File: src/rtl/conv_sweep_scheduler_if.sv
// Job-descriptor channel into the convolution sweep scheduler.
// The master offers a descriptor and the scheduler takes it on valid && ready.
interface conv_sweep_cfg_if #(
    parameter int B_SHAPE = 32,
    parameter int B_PASS  = 8
);
    logic               cfg_valid;
    logic               cfg_ready;
    logic [1:0]         cfg_stride;
    logic [1:0]         cfg_pad;
    logic [B_SHAPE-1:0] cfg_wei_shape;
    logic [B_SHAPE-1:0] cfg_ftm_shape;
    logic [B_PASS-1:0]  cfg_n_pass;

    modport master (
        output cfg_valid, cfg_stride, cfg_pad, cfg_wei_shape, cfg_ftm_shape, cfg_n_pass,
        input  cfg_ready
    );

    modport slave (
        input  cfg_valid, cfg_stride, cfg_pad, cfg_wei_shape, cfg_ftm_shape, cfg_n_pass,
        output cfg_ready
    );
endinterface

File: src/rtl/conv_sweep_scheduler.sv
// Accepts a conv job descriptor, validates it, starts the reader and counts sweeps
// (one rdr_tog transition per sweep) before draining the datapath and pulsing done.
module conv_sweep_scheduler #(
    parameter int B_SHAPE     = 32,
    parameter int N_CONV_UNIT = 8,
    parameter int B_PASS      = 8,
    parameter int DRAIN_CYC   = 4
) (
    input  logic               clk,
    input  logic               rstn,
    conv_sweep_cfg_if.slave    cfg,
    input  logic               abort,
    output logic               rdr_rstn,
    output logic               rdr_start,
    output logic [1:0]         rdr_stride,
    output logic [1:0]         rdr_pad,
    output logic [B_SHAPE-1:0] rdr_wei_shape,
    output logic [B_SHAPE-1:0] rdr_ftm_shape,
    input  logic               rdr_tog,
    output logic               busy,
    output logic               done,
    output logic               err,
    output logic [B_PASS-1:0]  pass_cnt
);

    localparam int CW_SH = $clog2(4 * N_CONV_UNIT);

    typedef enum logic [2:0] {
        IDLE, CHECK, START, RUN, DRAIN, DONE
    } state_t;

    state_t             state_q, state_d;
    logic [1:0]         stride_q, stride_d;
    logic [1:0]         pad_q, pad_d;
    logic [B_SHAPE-1:0] wei_q, wei_d;
    logic [B_SHAPE-1:0] ftm_q, ftm_d;
    logic [B_PASS-1:0]  n_pass_q, n_pass_d;
    logic [B_PASS-1:0]  pass_cnt_q, pass_cnt_d;
    logic               err_q, err_d;
    logic               tog_prev_q, tog_prev_d;
    logic [7:0]         drain_cnt_q, drain_cnt_d;

    // Shape fields widened to 12 bits so h/w + 2*pad cannot overflow.
    logic [11:0] c_wei, h_wei, w_wei, h_lim, w_lim;
    logic        cfg_bad;
    logic [B_PASS-1:0] pass_inc;

    always_comb begin
        c_wei   = wei_q[31:20];
        h_wei   = {2'b00, wei_q[19:10]};
        w_wei   = {2'b00, wei_q[9:0]};
        h_lim   = {2'b00, ftm_q[19:10]} + {9'd0, pad_q, 1'b0};
        w_lim   = {2'b00, ftm_q[9:0]}   + {9'd0, pad_q, 1'b0};
        cfg_bad = (stride_q == 2'd0) || (n_pass_q == '0) ||
                  (h_wei == 12'd0) || (w_wei == 12'd0) ||
                  ((c_wei >> CW_SH) == 12'd0) ||
                  (h_wei > h_lim) || (w_wei > w_lim);
        pass_inc = (pass_cnt_q == '1) ? pass_cnt_q : pass_cnt_q + B_PASS'(1);
    end

    always_comb begin
        state_d     = state_q;
        stride_d    = stride_q;
        pad_d       = pad_q;
        wei_d       = wei_q;
        ftm_d       = ftm_q;
        n_pass_d    = n_pass_q;
        pass_cnt_d  = pass_cnt_q;
        err_d       = err_q;
        tog_prev_d  = tog_prev_q;
        drain_cnt_d = drain_cnt_q;
        case (state_q)
            IDLE: begin
                if (cfg.cfg_valid) begin
                    stride_d   = cfg.cfg_stride;
                    pad_d      = cfg.cfg_pad;
                    wei_d      = cfg.cfg_wei_shape;
                    ftm_d      = cfg.cfg_ftm_shape;
                    n_pass_d   = cfg.cfg_n_pass;
                    pass_cnt_d = '0;
                    err_d      = 1'b0;
                    state_d    = CHECK;
                end
            end
            CHECK: begin
                if (abort) begin
                    state_d = IDLE;
                end else if (cfg_bad) begin
                    err_d   = 1'b1;
                    state_d = DONE;
                end else begin
                    state_d = START;
                end
            end
            START: begin
                tog_prev_d = 1'b0;
                state_d    = abort ? IDLE : RUN;
            end
            RUN: begin
                // Abort outranks a sweep edge in the same cycle, count included.
                if (abort) begin
                    state_d = IDLE;
                end else if (rdr_tog != tog_prev_q) begin
                    tog_prev_d = rdr_tog;
                    pass_cnt_d = pass_inc;
                    if (pass_inc == n_pass_q) begin
                        drain_cnt_d = 8'd0;
                        state_d     = DRAIN;
                    end
                end
            end
            DRAIN: begin
                if (abort) begin
                    state_d = IDLE;
                end else if (drain_cnt_q == 8'(DRAIN_CYC - 1)) begin
                    state_d = DONE;
                end else begin
                    drain_cnt_d = drain_cnt_q + 8'd1;
                end
            end
            DONE:    state_d = IDLE;
            default: state_d = IDLE;
        endcase
    end

    always_ff @(posedge clk) begin
        if (!rstn) begin
            state_q     <= IDLE;
            stride_q    <= '0;
            pad_q       <= '0;
            wei_q       <= '0;
            ftm_q       <= '0;
            n_pass_q    <= '0;
            pass_cnt_q  <= '0;
            err_q       <= 1'b0;
            tog_prev_q  <= 1'b0;
            drain_cnt_q <= '0;
        end else begin
            state_q     <= state_d;
            stride_q    <= stride_d;
            pad_q       <= pad_d;
            wei_q       <= wei_d;
            ftm_q       <= ftm_d;
            n_pass_q    <= n_pass_d;
            pass_cnt_q  <= pass_cnt_d;
            err_q       <= err_d;
            tog_prev_q  <= tog_prev_d;
            drain_cnt_q <= drain_cnt_d;
        end
    end

    assign cfg.cfg_ready = (state_q == IDLE);
    assign rdr_rstn      = rstn && ((state_q == START) || (state_q == RUN) || (state_q == DRAIN));
    assign rdr_start     = (state_q == START);
    assign rdr_stride    = stride_q;
    assign rdr_pad       = pad_q;
    assign rdr_wei_shape = wei_q;
    assign rdr_ftm_shape = ftm_q;
    assign busy          = (state_q != IDLE);
    assign done          = (state_q == DONE);
    assign err           = err_q;
    assign pass_cnt      = pass_cnt_q;

endmodule

File: src/flat_wrapper.sv
// flat-port wrapper written by rule: the top's interface ports become plain ports
module conv_sweep_scheduler_flat 
#(
    parameter int B_SHAPE     = 32,
    parameter int N_CONV_UNIT = 8,
    parameter int B_PASS      = 8,
    parameter int DRAIN_CYC   = 4
)
  (clk, rstn, abort, rdr_rstn, rdr_start, rdr_stride, rdr_pad, rdr_wei_shape, rdr_ftm_shape, rdr_tog, busy, done, err, pass_cnt, cfg_cfg_valid, cfg_cfg_stride, cfg_cfg_pad, cfg_cfg_wei_shape, cfg_cfg_ftm_shape, cfg_cfg_n_pass, cfg_cfg_ready);
  conv_sweep_cfg_if #(.B_SHAPE(B_SHAPE), .B_PASS(B_PASS)) cfg_i ();
  input  logic clk;
  input  logic rstn;
  input  logic abort;
  output logic rdr_rstn;
  output logic rdr_start;
  output logic [1:0] rdr_stride;
  output logic [1:0] rdr_pad;
  output logic [B_SHAPE-1:0] rdr_wei_shape;
  output logic [B_SHAPE-1:0] rdr_ftm_shape;
  input  logic rdr_tog;
  output logic busy;
  output logic done;
  output logic err;
  output logic [B_PASS-1:0] pass_cnt;
  input wire logic [$bits(cfg_i.cfg_valid)-1:0] cfg_cfg_valid;
  input wire logic [$bits(cfg_i.cfg_stride)-1:0] cfg_cfg_stride;
  input wire logic [$bits(cfg_i.cfg_pad)-1:0] cfg_cfg_pad;
  input wire logic [$bits(cfg_i.cfg_wei_shape)-1:0] cfg_cfg_wei_shape;
  input wire logic [$bits(cfg_i.cfg_ftm_shape)-1:0] cfg_cfg_ftm_shape;
  input wire logic [$bits(cfg_i.cfg_n_pass)-1:0] cfg_cfg_n_pass;
  output wire logic [$bits(cfg_i.cfg_ready)-1:0] cfg_cfg_ready;
  assign cfg_i.cfg_valid = cfg_cfg_valid;
  assign cfg_i.cfg_stride = cfg_cfg_stride;
  assign cfg_i.cfg_pad = cfg_cfg_pad;
  assign cfg_i.cfg_wei_shape = cfg_cfg_wei_shape;
  assign cfg_i.cfg_ftm_shape = cfg_cfg_ftm_shape;
  assign cfg_i.cfg_n_pass = cfg_cfg_n_pass;
  assign cfg_cfg_ready = cfg_i.cfg_ready;
  conv_sweep_scheduler #(.B_SHAPE(B_SHAPE), .N_CONV_UNIT(N_CONV_UNIT), .B_PASS(B_PASS), .DRAIN_CYC(DRAIN_CYC)) u_core (.clk(clk), .rstn(rstn), .cfg(cfg_i), .abort(abort), .rdr_rstn(rdr_rstn), .rdr_start(rdr_start), .rdr_stride(rdr_stride), .rdr_pad(rdr_pad), .rdr_wei_shape(rdr_wei_shape), .rdr_ftm_shape(rdr_ftm_shape), .rdr_tog(rdr_tog), .busy(busy), .done(done), .err(err), .pass_cnt(pass_cnt));
endmodule
File: config.mk
export PLATFORM = sky130hd
export DESIGN_NAME = conv_sweep_scheduler_flat
export DESIGN_NICKNAME = d
export VERILOG_FILES = /design/src/rtl/conv_sweep_scheduler_if.sv /design/src/rtl/conv_sweep_scheduler.sv /design/src/flat_wrapper.sv
export SDC_FILE = /design/constraint.sdc
export NUM_CORES = 1
export LEC_CHECK = 0
export ABC_CLOCK_PERIOD_IN_PS = 6490
export CORE_ASPECT_RATIO = 1.1
export CORE_MARGIN = 10
export CORE_UTILIZATION = 50
export CTS_CLUSTER_DIAMETER = 40
export DETAILED_ROUTE_END_ITERATION = 16
export GPL_TIMING_DRIVEN = 0
export PLACE_DENSITY_LB_ADDON = 0.05
export RECOVER_POWER = 25
export SKIP_CTS_REPAIR_TIMING = 1
export SLEW_MARGIN = 40
export SYNTH_ARGS = -nofsm -noshare
export SYNTH_HDL_FRONTEND = slang
export SYNTH_SLANG_ARGS = --single-unit
File: constraint.sdc
create_clock -name clk -period 6.49 [get_ports clk]
set_input_delay 1.6225 -clock clk [delete_from_list [all_inputs] [get_ports clk]]
set_output_delay 1.6225 -clock clk [all_outputs]
set_load 0.03 [all_outputs]
=== Word level (Yosys, flattened, before mapping) ===
Index checks and enable logic that the tools add are counted.

* Order comparisons: 2
* Reduce and logical (&&, ||, !) cells: 26
* Mux-type cells: 28
* Equality and inequality tests: 20
* $add $sub $neg: 4

{| class="wikitable"
|+ Operator list
! operator !! count
|-
| $mux 8 || 9
|-
| $pmux 8 s2 || 2
|-
| $gt 10x12->1 || 2
|-
| $mux 3 || 8
|-
| $add 10x3->11 || 2
|-
| $logic_not 10->1 || 2
|-
| $add 8x1->8 const B || 2
|-
| $pmux 3 s5 || 1
|-
| $logic_not 12->1 || 1
|-
| $reduce_and 4->1 || 3
|-
| $ne 2x2->1 const B || 5
|-
| $ne 3x2->1 const B || 3
|-
| $eq 8x2->1 const B || 1
|-
| $eq 8x8->1 || 1
|-
| $eq 8x8->1 const B || 1
|-
| $logic_not 8->1 || 1
|-
| $logic_or 1x1->1 || 8
|-
| $reduce_bool 2->1 || 4
|-
| $eq 3x2->1 const B || 2
|-
| $eq 3x3->1 const B || 2
|-
| $ne 2x1->1 const B || 3
|-
| $reduce_and 6->1 || 1
|-
| $mux 1 || 5
|-
| $pmux 1 s2 || 2
|-
| 9 further kinds || 9
|}

* Flip-flop bits (word level): 97

=== Depth between registers and ports, before layout ===
* Depth in word-level cells: 10
* Gate-level depth with buffers: 15
* Mapped depth without buffers: 15

=== Least setup slack after synthesis ===
OpenSTA, ideal clock, no wires.

* Path type: input -> output
* From: in rstn
* To: out rdr_rstn
* Data arrival time: 2362 ps
* Setup slack: 2506 ps
* Stages: 3
* Cells stage by stage: inv_2 clkbuf_1 a21oi_1

* Word-level cells in the longest chain between the ends: 1

{| class="wikitable"
|+ RTL lines
! item !! line !! RTL
|-
| start, declared || flat_wrapper.sv:12 || <nowiki>input logic rstn;</nowiki>
|-
| $logic_and 1x1->1 || conv_sweep_scheduler.sv:153 || <nowiki>assign rdr_rstn = rstn && ((state_q == START) || (state_q == RUN) || (state_q == DRAIN));</nowiki>
|-
| end, declared || flat_wrapper.sv:14 || <nowiki>output logic rdr_rstn;</nowiki>
|}

No other way between the ends.

=== Worst setup path in the final report ===
Same ends and word-level chain as after synthesis.

==> key figures <==
Status
  – Status: finished clean

Timing
  – Setup_tns: 0 ns
  – Final Hold Fails: 0
  – # setup viols final: 0
  – RSZ-0062 raised after global routing: false
  – Minimum clock period: 5.47 ns
  – Final Max Tran Viols: 0
  – Clk_skew: 0.0104 ns
  – Worst-Margin Slew: 0.686 ns
  – Final worst path period share: 84.2%
  – Relative slew margins: 53.9%
  – F_max: 183 MHz

Route
  – Drt wl/cell: 17.3 microns
  – Routed wire length: 16.4 mm
  – Initial drt markers: 329
  – First-pass DRT Iterations: 7
  – Antenna Violating Nets Remaining: 0
  – Drt drc: 0
  – Routed wl met3: 1.26 mm
  – DR vias/cell: 5.44
  – Met2 wire len: 8.51 mm
  – M1 WL: 6.32 mm
  – Total number of vias: 5173
  – DR top layer: met4

Global routing
  – Number of antenna violations at the first check in global routing: 0
  – Total GRT Usage: 22.4%
  – Largest net degree at the start of global routing: 19
  – Vias in the first global route: 5222
  – Total gr overflow: 0
  – First-pass GRT wire length: 26.1 mm

Synthesis
  – Mapped cell area: 5040 sq um
  – Post-synth EDFFs: 0
  – Post-synth top area cell: dfxtp_1
  – Syn Area/Cell: 7.70 sq um
  – Area contributors post-synth: dfxtp_1 (39%), nand2_1 (13%), a21oi_1 (9.9%)
  – Syn Nets: 763
  – Seq/Total Area, Yosys: 38.6%
  – Cell count after synthesis: 654
  – Synth unique cells: 58
  – Top cells by count, synth: nand2_1 (175), a21oi_1 (100), dfxtp_1 (97)
  – Synth top area share: 38.6%
  – Ys Warns: 0
  – Top FF cell, synth: dfxtp_1
  – Most numerous cell in the Yosys netlist: nand2_1
  – Ys async rst share: 0%
  – #FFs+latches synth: 97

Power
  – Sequential power share: 46.5%
  – Internal power: 0.947 mW
  – Logic gate share of total power: 26.5%
  – Sw Pwr: 0.488 mW
  – Pwr per Cell Area: 206 nW/um^2
  – Leak: 2.56 nW
  – Sw Ratio: 34.0%
  – Peak supply drop: 0.000148 V
  – Clock power frac: 27.0%

Worst hold path
  – Hold path startpoint: u_core.rdr_ftm_shape[21]
  – Min-Delay Endpoint: u_core.rdr_ftm_shape[21]
  – Min-delay worst type: register to register
  – Hold path depth: 2

Critical path
  – Setup crit end kind: output port
  – Crit path required time: 4.87 ns
  – R2r worst-path depth: 14
  – Crit-path max cell delay: 0.72 ns
  – Worst setup SP type: input pin
  – RR Endpoint: u_core.state_q[2]
  – Kind of critical path: input pin to output port
  – Worst r2r src: u_core.rdr_pad[1]
  – CP Cell Sequence: dlygate4sd3_1 -> inv_1 -> clkbuf_1 -> a21oi_1 -> clkdlybuf4s50_1
  – Crit-path leading delay family: buffers and inverters
  – Crit path arrival time: 3.84 ns
  – Crit-path slowest cell: dlygate4sd3_1
  – Worst Path Buf+Inv: 4
  – Worst-path maximum fanout: 10
  – R2R setup slack: 2.96 ns

Final layout
  – # diodes: 0
  – Filler instances: 788
  – Fin nets: 935
  – Area Overhead vs Synth: 38.6%
  – Area occupied by multi-input gates: 2860 sq um
  – Finished Core Util: 70.9%
  – Register Area: 1940 sq um
  – Layout cell share with drive strength beyond 1: 3.73%

Clock network
  – Deepest clock path buffer count: 2
  – CTS Sinks: 97
  – Worst-path clk slew: 0.11 ns
  – Inserted Clock Buffers: 9
  – Root Driver: clkbuf_8
  – CTS tree: built
  – H-tree levels: 3
  – Clock Latency Late Sink: 0.38 ns

Floorplanning
  – Std cell rows: 38
  – Core area: 9840 sq um
  – Initial core utilization: 51.2%
  – Die Y: 125 microns
  – Die width: 116 microns
  – Die footprint: 14500 sq um
  – Boundary pin count: 163

Flow run
  – Max-Cap Viols: 0

Placement
  – RD Place Congestion: 0.904
  – PortBufs: 161
  – Hpwl dp: 13.1 mm
## final cells by class
class,instances,area share (%)
multi-input combinational,502,40.9
sequential,97,27.8
timing repair buffer,161,23.1
buffer,36,2.37
tap,120,2.15
clock buffer,9,1.77
inverter,19,1.02
clock inverter,7,0.842
## power groups by stage
stage | clock, mW | combinational, mW | sequential (mW)
after floorplan | 0 | 0.160 | 0.731
after global placement | 0 | 0.373 | 0.679
after detailed placement | 0 | 0.382 | 0.681
after CTS | 0.388 | 0.384 | 0.668
after global routing | 0.413 | 0.415 | 0.673
final | 0.387 | 0.381 | 0.668
## stage by stage
stage	power (mW)	hold WS, ns	setup slack (ns)	std cells	cell area (sq um)
after floorplan	0.891	0.448	2.51	654	5040
after global placement	1.05	0.435	1.19	935	6800
after detailed placement	1.06	0.448	1.20	935	6800
after CTS	1.44	0.463	1.19	951	6980
after global routing	1.50	0.482	0.848	951	6980
final	1.44	0.462	1.02	951	6980
## layer usage
metal / up-vias / track usage, %
li1: 2610 / -
met1: 2382 / 23.6
met2: 158 / 40.0
met3: 23 / 8.18
met4: 0 / 7.44
met5: - / 0
## kinds of logic (layout without fill, tap and decap cells)
logic type / count (synthesis) / count (layout) / share of synthesized area, %
compound gates: 170 / 170 / 20.3
flops: 97 / 97 / 38.6
xor+xnor: 19 / 19 / 3.30
buf+inv: 55 / 232 / 4.70
fa+ha+maj: 29 / 29 / 7.45
simple gates: 283 / 283 / 25.5
mux: 1 / 1 / 0.199
## placed cells by master, fill, tap and decap left out, types with 3 or more instances in the layout
cell type	n
nand4_1	7
o21a_1	9
a21oi_1	100
o21ai_0	18
buf_2	3
nor4_1	8
or3_1	8
nor2_1	24
a211oi_1	6
nand2_1	175
clkbuf_1	25
nor3b_1	4
xnor2_1	12
nand3_1	15
o41ai_1	3
ha_1	26
inv_6	3
inv_1	19
nand2b_1	4
clkbuf_8	9
a31oi_1	5
o21ai_1	3
buf_1	4
dlygate4sd3_1	8
nor2b_1	8
clkdlybuf4s50_1	153
or4_1	3
and3_1	6
buf_6	3
and2_1	4
a21o_1	5
dfxtp_1	97
nor3_1	9
xor2_1	7
## worst max-delay path by stage
| stage | from | to | depth (start not counted) |
|---|---|---|---|
| global placement | rstn | rdr_rstn | 5 |
| detailed placement | rstn | rdr_rstn | 5 |
| floorplan | rstn | rdr_rstn | 3 |
| global route | rstn | rdr_rstn | 5 |
| finish | rstn | rdr_rstn | 5 |
| CTS | rstn | rdr_rstn | 5 |
## sequential cells by signal, summed over array words and instances (netlist names)
signal,flops
u_core.rdr_ftm_shape,32
u_core.drain_cnt_q,8
u_core.rdr_stride,2
u_core.err,1
u_core.rdr_pad,2
u_core.state_q,3
u_core.n_pass_q,8
u_core.pass_cnt,8
u_core.rdr_wei_shape,32
u_core.tog_prev_q,1
## worst reg2reg max path: stages, from the launching register on
cell      delay, ns
dfxtp_1        0.50
inv_1          0.17
fa_1           0.47
nor2_1         0.17
and3_1         0.23
nand3_1        0.11
xor2_1         0.18
ha_1           0.33
o21a_1         0.13
o32ai_1        0.07
a31oi_1        0.20
o21ai_0        0.11
o21ai_0        0.30
o21ai_0        0.23
a211oi_1       0.26
No activity file was read; power rests on OpenSTA's default activity.
